## src/rtl/shift_exec_stage.sv

```systemverilog
// Shift execution stage: an 8..16-bit barrel shifter core behind valid/ready handshakes.
// Amounts 8..15 are split into 7-bit sub-passes; the result is registered with N/Z/C flags.

module shift_exec_core #(
  parameter int WIDTH = 8
) (
  input  logic [WIDTH-1:0] data,
  input  logic [2:0]       shamt,
  input  logic [1:0]       mode,
  output logic [WIDTH-1:0] result,
  output logic             cout
);

  logic [WIDTH:0] wide_s;

  // One extra guard bit carries the last bit shifted out; shamt 0 leaves it at zero.
  always_comb begin
    wide_s = {1'b0, data};
    result = data;
    cout   = 1'b0;
    case (mode)
      2'b00: begin
        wide_s = {1'b0, data} << shamt;
        result = wide_s[WIDTH-1:0];
        cout   = wide_s[WIDTH];
      end
      2'b01: begin
        wide_s = {data, 1'b0} >> shamt;
        result = wide_s[WIDTH:1];
        cout   = wide_s[0];
      end
      2'b10: begin
        wide_s = $signed({data, 1'b0}) >>> shamt;
        result = wide_s[WIDTH:1];
        cout   = wide_s[0];
      end
      default: begin
        wide_s = {1'b0, data};
        result = data;
        cout   = 1'b0;
      end
    endcase
  end

endmodule

module shift_exec_stage #(
  parameter int WIDTH = 8
) (
  input  logic             clk,
  input  logic             rst,
  input  logic             in_valid,
  output logic             in_ready,
  input  logic [WIDTH-1:0] in_data,
  input  logic [3:0]       in_shamt,
  input  logic [1:0]       in_mode,
  output logic             out_valid,
  input  logic             out_ready,
  output logic [WIDTH-1:0] out_data,
  output logic             out_c,
  output logic             out_n,
  output logic             out_z
);

  typedef enum logic [0:0] {
    IDLE  = 1'b0,
    PASS2 = 1'b1
  } state_t;

  state_t           state_r, state_s;
  logic [WIDTH-1:0] inter_r, inter_s;
  logic [1:0]       mode_r, mode_s;
  logic [3:0]       rem_r, rem_s;
  logic             out_valid_r, out_c_r, out_n_r, out_z_r;
  logic [WIDTH-1:0] out_data_r;

  logic [WIDTH-1:0] core_data_s, core_res_s;
  logic [2:0]       core_shamt_s;
  logic [1:0]       core_mode_s;
  logic             core_cout_s;
  logic             out_free_s, in_ready_s, accept_s, load_s;

  shift_exec_core #(.WIDTH(WIDTH)) u_core (
    .data   (core_data_s),
    .shamt  (core_shamt_s),
    .mode   (core_mode_s),
    .result (core_res_s),
    .cout   (core_cout_s)
  );

  // Core operand mux: fresh operand when idle, latched intermediate during PASS2.
  always_comb begin
    core_data_s  = in_data;
    core_mode_s  = in_mode;
    core_shamt_s = (in_shamt > 4'd7) ? 3'd7 : in_shamt[2:0];
    case (state_r)
      IDLE: begin
        core_data_s  = in_data;
        core_mode_s  = in_mode;
        core_shamt_s = (in_shamt > 4'd7) ? 3'd7 : in_shamt[2:0];
      end
      PASS2: begin
        core_data_s  = inter_r;
        core_mode_s  = mode_r;
        core_shamt_s = (rem_r > 4'd7) ? 3'd7 : rem_r[2:0];
      end
      default: begin
        core_data_s  = in_data;
        core_mode_s  = in_mode;
        core_shamt_s = 3'd0;
      end
    endcase
  end

  // Handshake, next-state and output-load decision.
  always_comb begin
    state_s    = state_r;
    inter_s    = inter_r;
    mode_s     = mode_r;
    rem_s      = rem_r;
    load_s     = 1'b0;
    out_free_s = !out_valid_r || out_ready;
    in_ready_s = !rst && (state_r == IDLE) && out_free_s;
    accept_s   = in_valid && in_ready_s;
    case (state_r)
      IDLE: begin
        if (accept_s && (in_mode != 2'b11) && (in_shamt > 4'd7)) begin
          state_s = PASS2;
          inter_s = core_res_s;
          mode_s  = in_mode;
          rem_s   = in_shamt - 4'd7;
        end else if (accept_s) begin
          load_s = 1'b1;
        end else begin
          state_s = IDLE;
        end
      end
      PASS2: begin
        // A remainder of 8 takes one more 7-bit pass before the final one.
        if (rem_r > 4'd7) begin
          inter_s = core_res_s;
          rem_s   = rem_r - 4'd7;
        end else if (out_free_s) begin
          load_s  = 1'b1;
          state_s = IDLE;
        end else begin
          state_s = PASS2;
        end
      end
      default: begin
        state_s = IDLE;
      end
    endcase
  end

  // State, intermediate and result registers.
  always_ff @(posedge clk) begin
    if (rst) begin
      state_r     <= IDLE;
      inter_r     <= {WIDTH{1'b0}};
      mode_r      <= 2'b00;
      rem_r       <= 4'd0;
      out_valid_r <= 1'b0;
      out_data_r  <= {WIDTH{1'b0}};
      out_c_r     <= 1'b0;
      out_n_r     <= 1'b0;
      out_z_r     <= 1'b1;
    end else begin
      state_r <= state_s;
      inter_r <= inter_s;
      mode_r  <= mode_s;
      rem_r   <= rem_s;
      if (load_s) begin
        out_valid_r <= 1'b1;
        out_data_r  <= core_res_s;
        out_c_r     <= core_cout_s;
        out_n_r     <= core_res_s[WIDTH-1];
        out_z_r     <= (core_res_s == {WIDTH{1'b0}});
      end else if (out_ready) begin
        out_valid_r <= 1'b0;
      end else begin
        out_valid_r <= out_valid_r;
      end
    end
  end

  assign in_ready  = in_ready_s;
  assign out_valid = out_valid_r;
  assign out_data  = out_data_r;
  assign out_c     = out_c_r;
  assign out_n     = out_n_r;
  assign out_z     = out_z_r;

endmodule

```

## config.mk

```make
export PLATFORM = sky130hd
export DESIGN_NAME = shift_exec_stage
export DESIGN_NICKNAME = d
export VERILOG_FILES = /design/src/rtl/shift_exec_stage.sv
export SDC_FILE = /design/constraint.sdc
export NUM_CORES = 1
export LEC_CHECK = 0
export CORE_ASPECT_RATIO = 0.9
export CORE_UTILIZATION = 50
export CTS_BUF_LIST = sky130_fd_sc_hd__clkbuf_4
export CTS_CLUSTER_DIAMETER = 60
export CTS_CLUSTER_SIZE = 16
export DETAILED_ROUTE_END_ITERATION = 6
export PLACE_DENSITY = 0.74
export SLEW_MARGIN = 15
export SYNTH_ARGS = -nofsm -noshare
export SYNTH_HDL_FRONTEND = slang
export SYNTH_SLANG_ARGS = --single-unit
export TNS_END_PERCENT = 30
```

## constraint.sdc

```tcl
create_clock -name clk -period 3.1 [get_ports clk]
set_input_delay 0.62 -clock clk [delete_from_list [all_inputs] [get_ports clk]]
set_output_delay 0.62 -clock clk [all_outputs]
set_load 0.02 [all_outputs]
```

==> results of run 1 <==
-- per-layer routing --
| layer | vias to the layer above | track usage |
|---|---|---|
| li1 | 1164 | - |
| met3 | 21 | 0.0457 |
| met1 | 1139 | 0.462 |
| met5 | - | 0 |
| met4 | 0 | 0.0800 |
| met2 | 139 | 0.508 |
-- worst max-delay path, stage by stage --
cell	delay [ns]
clkdlybuf4s50_1	0.47
buf_4	0.19
nor3_1	0.28
or2_2	0.30
a21oi_1	0.12
o31ai_1	0.32
o22ai_1	0.18
or4_1	0.55
o31ai_2	0.17
-- placed cells by master, fill, tap and decap left out, types with 3 or more instances in the layout --
master           instances
mux2_2                   3
buf_4                   46
a211oi_1                12
nand2_1                 18
nor3_1                  25
o311ai_0                 3
o21bai_1                 3
o22ai_1                  9
o22ai_2                  5
o31ai_1                  5
clkbuf_4                 3
mux2i_1                 13
nand3_1                  5
clkdlybuf4s50_1         30
nor2_1                  36
o32ai_1                  4
dfxtp_1                 26
a21oi_1                 23
o211ai_1                 4
o21ai_0                  8
a31oi_1                  4
-- state kept, by name, indices dropped and copies added (netlist names), 2 cells and up --
signal	cells
rem_r	4
mode_r	2
inter_r	8
out_data	7
-- path summary, 6_finish.rpt --
| kind | from | to | slack [ns] | depth (start not counted) |
|---|---|---|---|---|
| setup reg to reg | state_r | out_z | 0.22 | 9 |
| setup / recovery | in_shamt[3] | out_z | 0.15 | 9 |
| hold / removal | out_data[2] | out_data[2] | 0.47 | 2 |
| hold reg to reg | out_data[2] | out_data[2] | 0.47 | 2 |
-- kinds of logic after synthesis --
logic type,synth area share
XOR/XNOR,0.0123
adder cells (fa/ha/maj),0.0117
AO/OA/AOI/OAI,0.335
AND/OR/NAND/NOR,0.223
flip-flops,0.244
multiplexers,0.108
buffers and inverters,0.0658
-- where the power goes --
group,internal [W],switching [W]
combinational,0.000183,0.000208
sequential,0.000353,0.0000171
clock,0.000131,0.000108
-- area by class of cell --
class | instances | share of cell area
Timing Repair Buffer | 77 | 0.240
Tap cell | 48 | 0.0217
Clock inverter | 1 | 0.0108
Sequential cell | 26 | 0.188
Clock buffer | 3 | 0.00813
Multi-Input combinational cell | 224 | 0.530
Inverter | 1 | 0.00135
-- metrics by stage --
stage	setup slack, ns	instances	instance area (sq um)	hold slack (ns)
finish	0.147	380	2770	0.469
global route	0.0213	380	2770	0.501
floorplan	0.438	270	2130	0.484
global placement	-0.108	376	2720	0.443
detailed placement	-0.140	376	2720	0.450
CTS	0.215	380	2770	0.471
==> impl_metrics.csv, run 1 <==
group,metric,value,unit
drt,wl_met1,3180,um
placed_design,gp_congestion,1.06,
finish,multiInputGateArea,0.00147,sq mm
logic_synthesis,synth_cell_types,59,
finish,num_antenna_cells,0,
clock_tree,cts.repair.resized,0,
clock_tree,ctsHoldBuffers,0,
clock_tree,htree_levels,1,
critical_path,critical_path.endpoint_type,"flip-flop",
clock_tree,clk_pin_slew_worst_paths,0.16,ns
grt,grtUsageTotal,0.323,
drt,vias,2463,
finish,drive_gt1_frac,0.220,
logic_synthesis,synth_area_leaders,"dfxtp_1 (24%), nor2_1 (6.3%), mux2i_1 (6.1%), nor3_1 (5.9%), a21oi_1 (5.4%)",
timing,finalHoldViolations,0,
critical_path,criticalPathCategory,"input pin to flip-flop",
floorplan,die_w,70.8,um
finish,syn2layout_area_growth,30.1,%
timing,layout_min_cycle_time,2.95,ns
timing,setup-violations-final,0,
grt,grt_max_degree,26,
finish,fin_nets,353,
floorplan,floorplan.core_area,0.00407,sq mm
drt,wl_met3,576,um
pwr,power,0.00100,W
logic_synthesis,synth-main-ff-cell,"dfxtp_1",
logic_synthesis,syn_area_per_cell,7.89,sq um
clock_tree,cts_buffers,3,
placed_design,hpwl,5420,um
floorplan,start_util,0.523,
logic_synthesis,post_synth_instance_area,0.00213,sq mm
timing,fin_crit_sh,0.953,
logic_synthesis,synth_commonest_cells,"nor2_1 (36), dfxtp_1 (26), nor3_1 (25)",
drt,avgViaCountPerCell,6.48,
pwr,p_leak,1.04,nW
clock_tree,cts_setup_buffers,0,
logic_synthesis,synth_cells,270,
drt,drc_errors,0,
logic_synthesis,ys_ff_latch,26,
timing,tns,0,ns
floorplan,num_rows,22,
clock_tree,cts_tree,"yes",
floorplan,io_pins,31,
drt,first_iter_violations,208,
drt,antenna_left,0,
clock_tree,clock_path_buffers,2,
pwr,powerDensity,361,mW/mm^2
drt,wl_per_cell,18.6,um
outcome,status,"finished clean",
drt,drt_wl_total,7070,um
run,max_cap_viol_count,0,
grt,grt_overflow_total,0,
finish,n_fill_cell,379,
critical_path,required,3.37,ns
drt,firstDrtPassIters,7,
logic_synthesis,yosys.area.top_type_share,0.244,
critical_path,critPathMaxFanout,7,
grt,grt_pass1_vias,2206,
logic_synthesis,yosysMostFrequentCell,"nor2_1",
critical_path,arrival,3.22,ns
logic_synthesis,yosysSeqAreaShare,0.244,
timing,clock.fmax,339,MHz
floorplan,die_area,0.00452,sq mm
grt,grt_pass1_wl,11400,um
drt,routed.top_layer,"met4",
floorplan,die_h,63.9,um
min_path,hold_path_class,"flip-flop to flip-flop",
timing,relSlewSlack,0.620,
timing,maxSlewViolCount,0,
logic_synthesis,synth_edf_count,0,
grt,antenna_found_initial,0,
logic_synthesis,yosys_warnings,0,
clock_tree,cts_root_buffer,"clkbuf_4",
timing,rsz0062_at_grt,"no",
drt,dr_wl_met2,3130,um
finish,seqCellArea,520,sq um
timing,worst_slew_pin_slew,0.566,ns
placed_design,io_buffers,30,
clock_tree,worstSkewPairLatency,0.33,ns
pwr,ir_worst_vdd,0.308,mV
logic_synthesis,synth_fp_nets,290,
critical_path,cp-start-kind,"input pin",
timing,finClkSkew,0.0144,ns
clock_tree,cts.sinks,26,
logic_synthesis,post-synth-top-area-cell,"dfxtp_1",
finish,utilization,0.680,
logic_synthesis,async_flop_share,0,
No activity file was read; power rests on OpenSTA's default activity.
==> inputs of run 2 (changes only) <==
--- a/config.mk
+++ b/config.mk
@@ -5,13 +5,14 @@
 export SDC_FILE = /design/constraint.sdc
 export NUM_CORES = 1
 export LEC_CHECK = 0
+export CELL_PAD_IN_SITES_DETAIL_PLACEMENT = 0
+export CELL_PAD_IN_SITES_GLOBAL_PLACEMENT = 1
 export CORE_ASPECT_RATIO = 0.9
-export CORE_UTILIZATION = 50
-export CTS_BUF_LIST = sky130_fd_sc_hd__clkbuf_4
+export CORE_UTILIZATION = 40
 export CTS_CLUSTER_DIAMETER = 60
 export CTS_CLUSTER_SIZE = 16
 export DETAILED_ROUTE_END_ITERATION = 6
-export PLACE_DENSITY = 0.74
+export PLACE_DENSITY_LB_ADDON = 0.1
 export SLEW_MARGIN = 15
 export SYNTH_ARGS = -nofsm -noshare
 export SYNTH_HDL_FRONTEND = slang
==> impl_metrics.csv, run 2 (synthesized netlist as in run 1, its figures left out) <==
group,metric,value,unit
critical_path,cp-startpoint,"in_shamt[0]",
finish,regMostFlops,"inter_r",
clock_tree,clk_pin_slew_worst_paths,0.09,ns
critical_path,critPathCapture,"out_z",
clock_tree,cts_root_buffer,"clkbuf_8",
clock_tree,cts_setup_buffers,0,
floorplan,floorplan.core_area,0.00498,sq mm
placed_design,hpwl,5620,um
clock_tree,worstSkewPairLatency,0.27,ns
placed_design,gp_congestion,0.976,
critical_path,worst-path-buf-inv,3,
pwr,p_leak,1.06,nW
timing,maxSlewViolCount,0,
floorplan,num_rows,24,
finish,num_antenna_cells,0,
clock_tree,cts.sinks,26,
clock_tree,clock_path_buffers,2,
min_path,min_from,"out_data[5]",
floorplan,die_w,78.9,um
pwr,powerDensity,368,mW/mm^2
critical_path,criticalPathCategory,"input pin to flip-flop",
critical_path,worstReg2RegStart,"state_r",
min_path,hold_path_class,"flip-flop to flip-flop",
critical_path,cp-start-kind,"input pin",
grt,grt_pass1_wl,11100,um
timing,layout_min_cycle_time,3.00,ns
timing,relSlewSlack,0.608,
critical_path,path_delay_family,"buffers and inverters",
drt,antenna_left,0,
critical_path,r2r-end,"out_z",
clock_tree,ctsHoldBuffers,0,
finish,final_cell_mix,"buf_4 (46), nor2_1 (36), clkdlybuf4s50_1 (30)",
timing,whs,0.460,ns
finish,largest_reg_flops,8,
pwr,pwr-share-seq,0.352,
finish,final_common_cell,"buf_4",
timing,rsz0062_at_grt,"no",
placed_design,io_buffers,30,
drt,drc_errors,0,
critical_path,r2r_slack,0.25,ns
drt,firstDrtPassIters,5,
floorplan,die_h,71.2,um
timing,setup-violations-final,0,
pwr,power,0.00105,W
critical_path,critPathMaxFanout,8,
grt,grt_max_degree,26,
timing,finClkSkew,0.00445,ns
timing,clock.fmax,333,MHz
critical_path,slowest_stage,"mux4_2",
grt,grt_pass1_vias,2114,
grt,use_met1,0.378,
drt,drt_wl_total,7040,um
floorplan,die_area,0.00562,sq mm
grt,grtUsageTotal,0.256,
drt,vias,2377,
clock_tree,cts.repair.resized,0,
critical_path,path_cells,"clkdlybuf4s50_1 -> or3_1 -> buf_4 -> o22ai_2 -> buf_4 -> nor2_1 -> mux4_2 -> a2bb2oi_1 -> nand4b_1 -> o31ai_2",
critical_path,worst_r2r_path_depth,8,
grt,grt_overflow_total,0,
clock_tree,cts_tree,"yes",
floorplan,io_pins,31,
grt,gr-usage-met2,0.410,
run,max_cap_viol_count,0,
critical_path,cpMostUsedCell,"buf_4",
pwr,switching_share,0.317,
critical_path,arrival,3.20,ns
pwr,internal_power,0.000716,W
pwr,pwr-share-clk,0.269,
clock_tree,htree_levels,1,
pwr,ir_worst_vdd,0.199,mV
pwr,combPwrFrac,0.379,
outcome,status,"finished clean",
timing,worst_slew_pin_slew,0.584,ns
grt,grtUsageMet3,0.0433,
drt,first_iter_violations,254,
finish,syn2layout_area_growth,33.9,%
timing,finalHoldViolations,0,
grt,antenna_found_initial,0,
finish,fin_nets,355,
finish,drive_gt1_frac,0.225,
floorplan,start_util,0.427,
critical_path,critical_path.endpoint_type,"flip-flop",
drt,wl_per_cell,17.7,um
critical_path,cp_num_cells,10,
grt,busiest_layer,"met2",
critical_path,max_stage_delay,0.47,ns
pwr,switching_power,0.000333,W
critical_path,required,3.30,ns
clock_tree,cts_buffers,3,
timing,fin_crit_sh,0.968,
drt,avgViaCountPerCell,5.96,
==> run 2: changes by cell type in the layout (fill, tap and decap cells not counted), sizes merged <==
| cell | before | now |
|---|---|---|
| buf | 47 | 49 |
==> run 2: worst min path at each step <==
stage                        endpoint  slack (ns)  depth (start not counted)
after floorplan            inter_r[0]        0.48                          2
after global placement    out_data[5]        0.45                          2
after detailed placement  out_data[5]        0.45                          2
after CTS                 out_data[5]        0.46                          2
after global routing      out_data[6]        0.49                          2
final                     out_data[5]        0.46                          2
==> run 2: stage by stage <==
step / worst slack, ns / setup TNS (ns) / cell area, sq um / instances / utilization
finish: 0.101 / 0 / 2850 / 399 / 0.572
global route: 0.0411 / 0 / 2850 / 399 / 0.572
CTS: 0.0923 / 0 / 2850 / 399 / 0.572
detailed placement: -0.187 / -0.355 / 2780 / 395 / 0.558
global placement: -0.197 / -0.367 / 2780 / 395 / 0.558
floorplan: 0.438 / 0 / 2130 / 270 / -
==> run 2: metal layers <==
metal / share of wire / wire length, um / vias to the layer above
met5: 0 / 0 / -
li1: - / - / 1173
met4: 0 / 0 / 0
met3: 0.070 / 494 / 0
met2: 0.45 / 3190 / 98
met1: 0.48 / 3360 / 1106
==> run 2: power by group through the flow <==
stage	clock, W	combinational [W]	sequential [W]
floorplan	0	0.000204	0.000386
global placement	0	0.000394	0.000377
detailed placement	0	0.000391	0.000377
CTS	0.000285	0.000394	0.000369
global route	0.000301	0.000429	0.000372
finish	0.000282	0.000397	0.000369
==> run 2: layout make-up <==
type,count,area [sq um]
Multi-Input combinational cell,224,1470
Timing Repair Buffer,79,706
Sequential cell,26,520
Clock inverter,1,30.0
Fill cell,479,2130
Tap cell,65,81.3
Clock buffer,3,41.3
Inverter,1,3.75
==> run 2: worst min-delay path, cell delays in order, from the launching register on <==
cell	delay, ns
dfxtp_1	0.32
nand2_1	0.05
a21oi_1	0.05
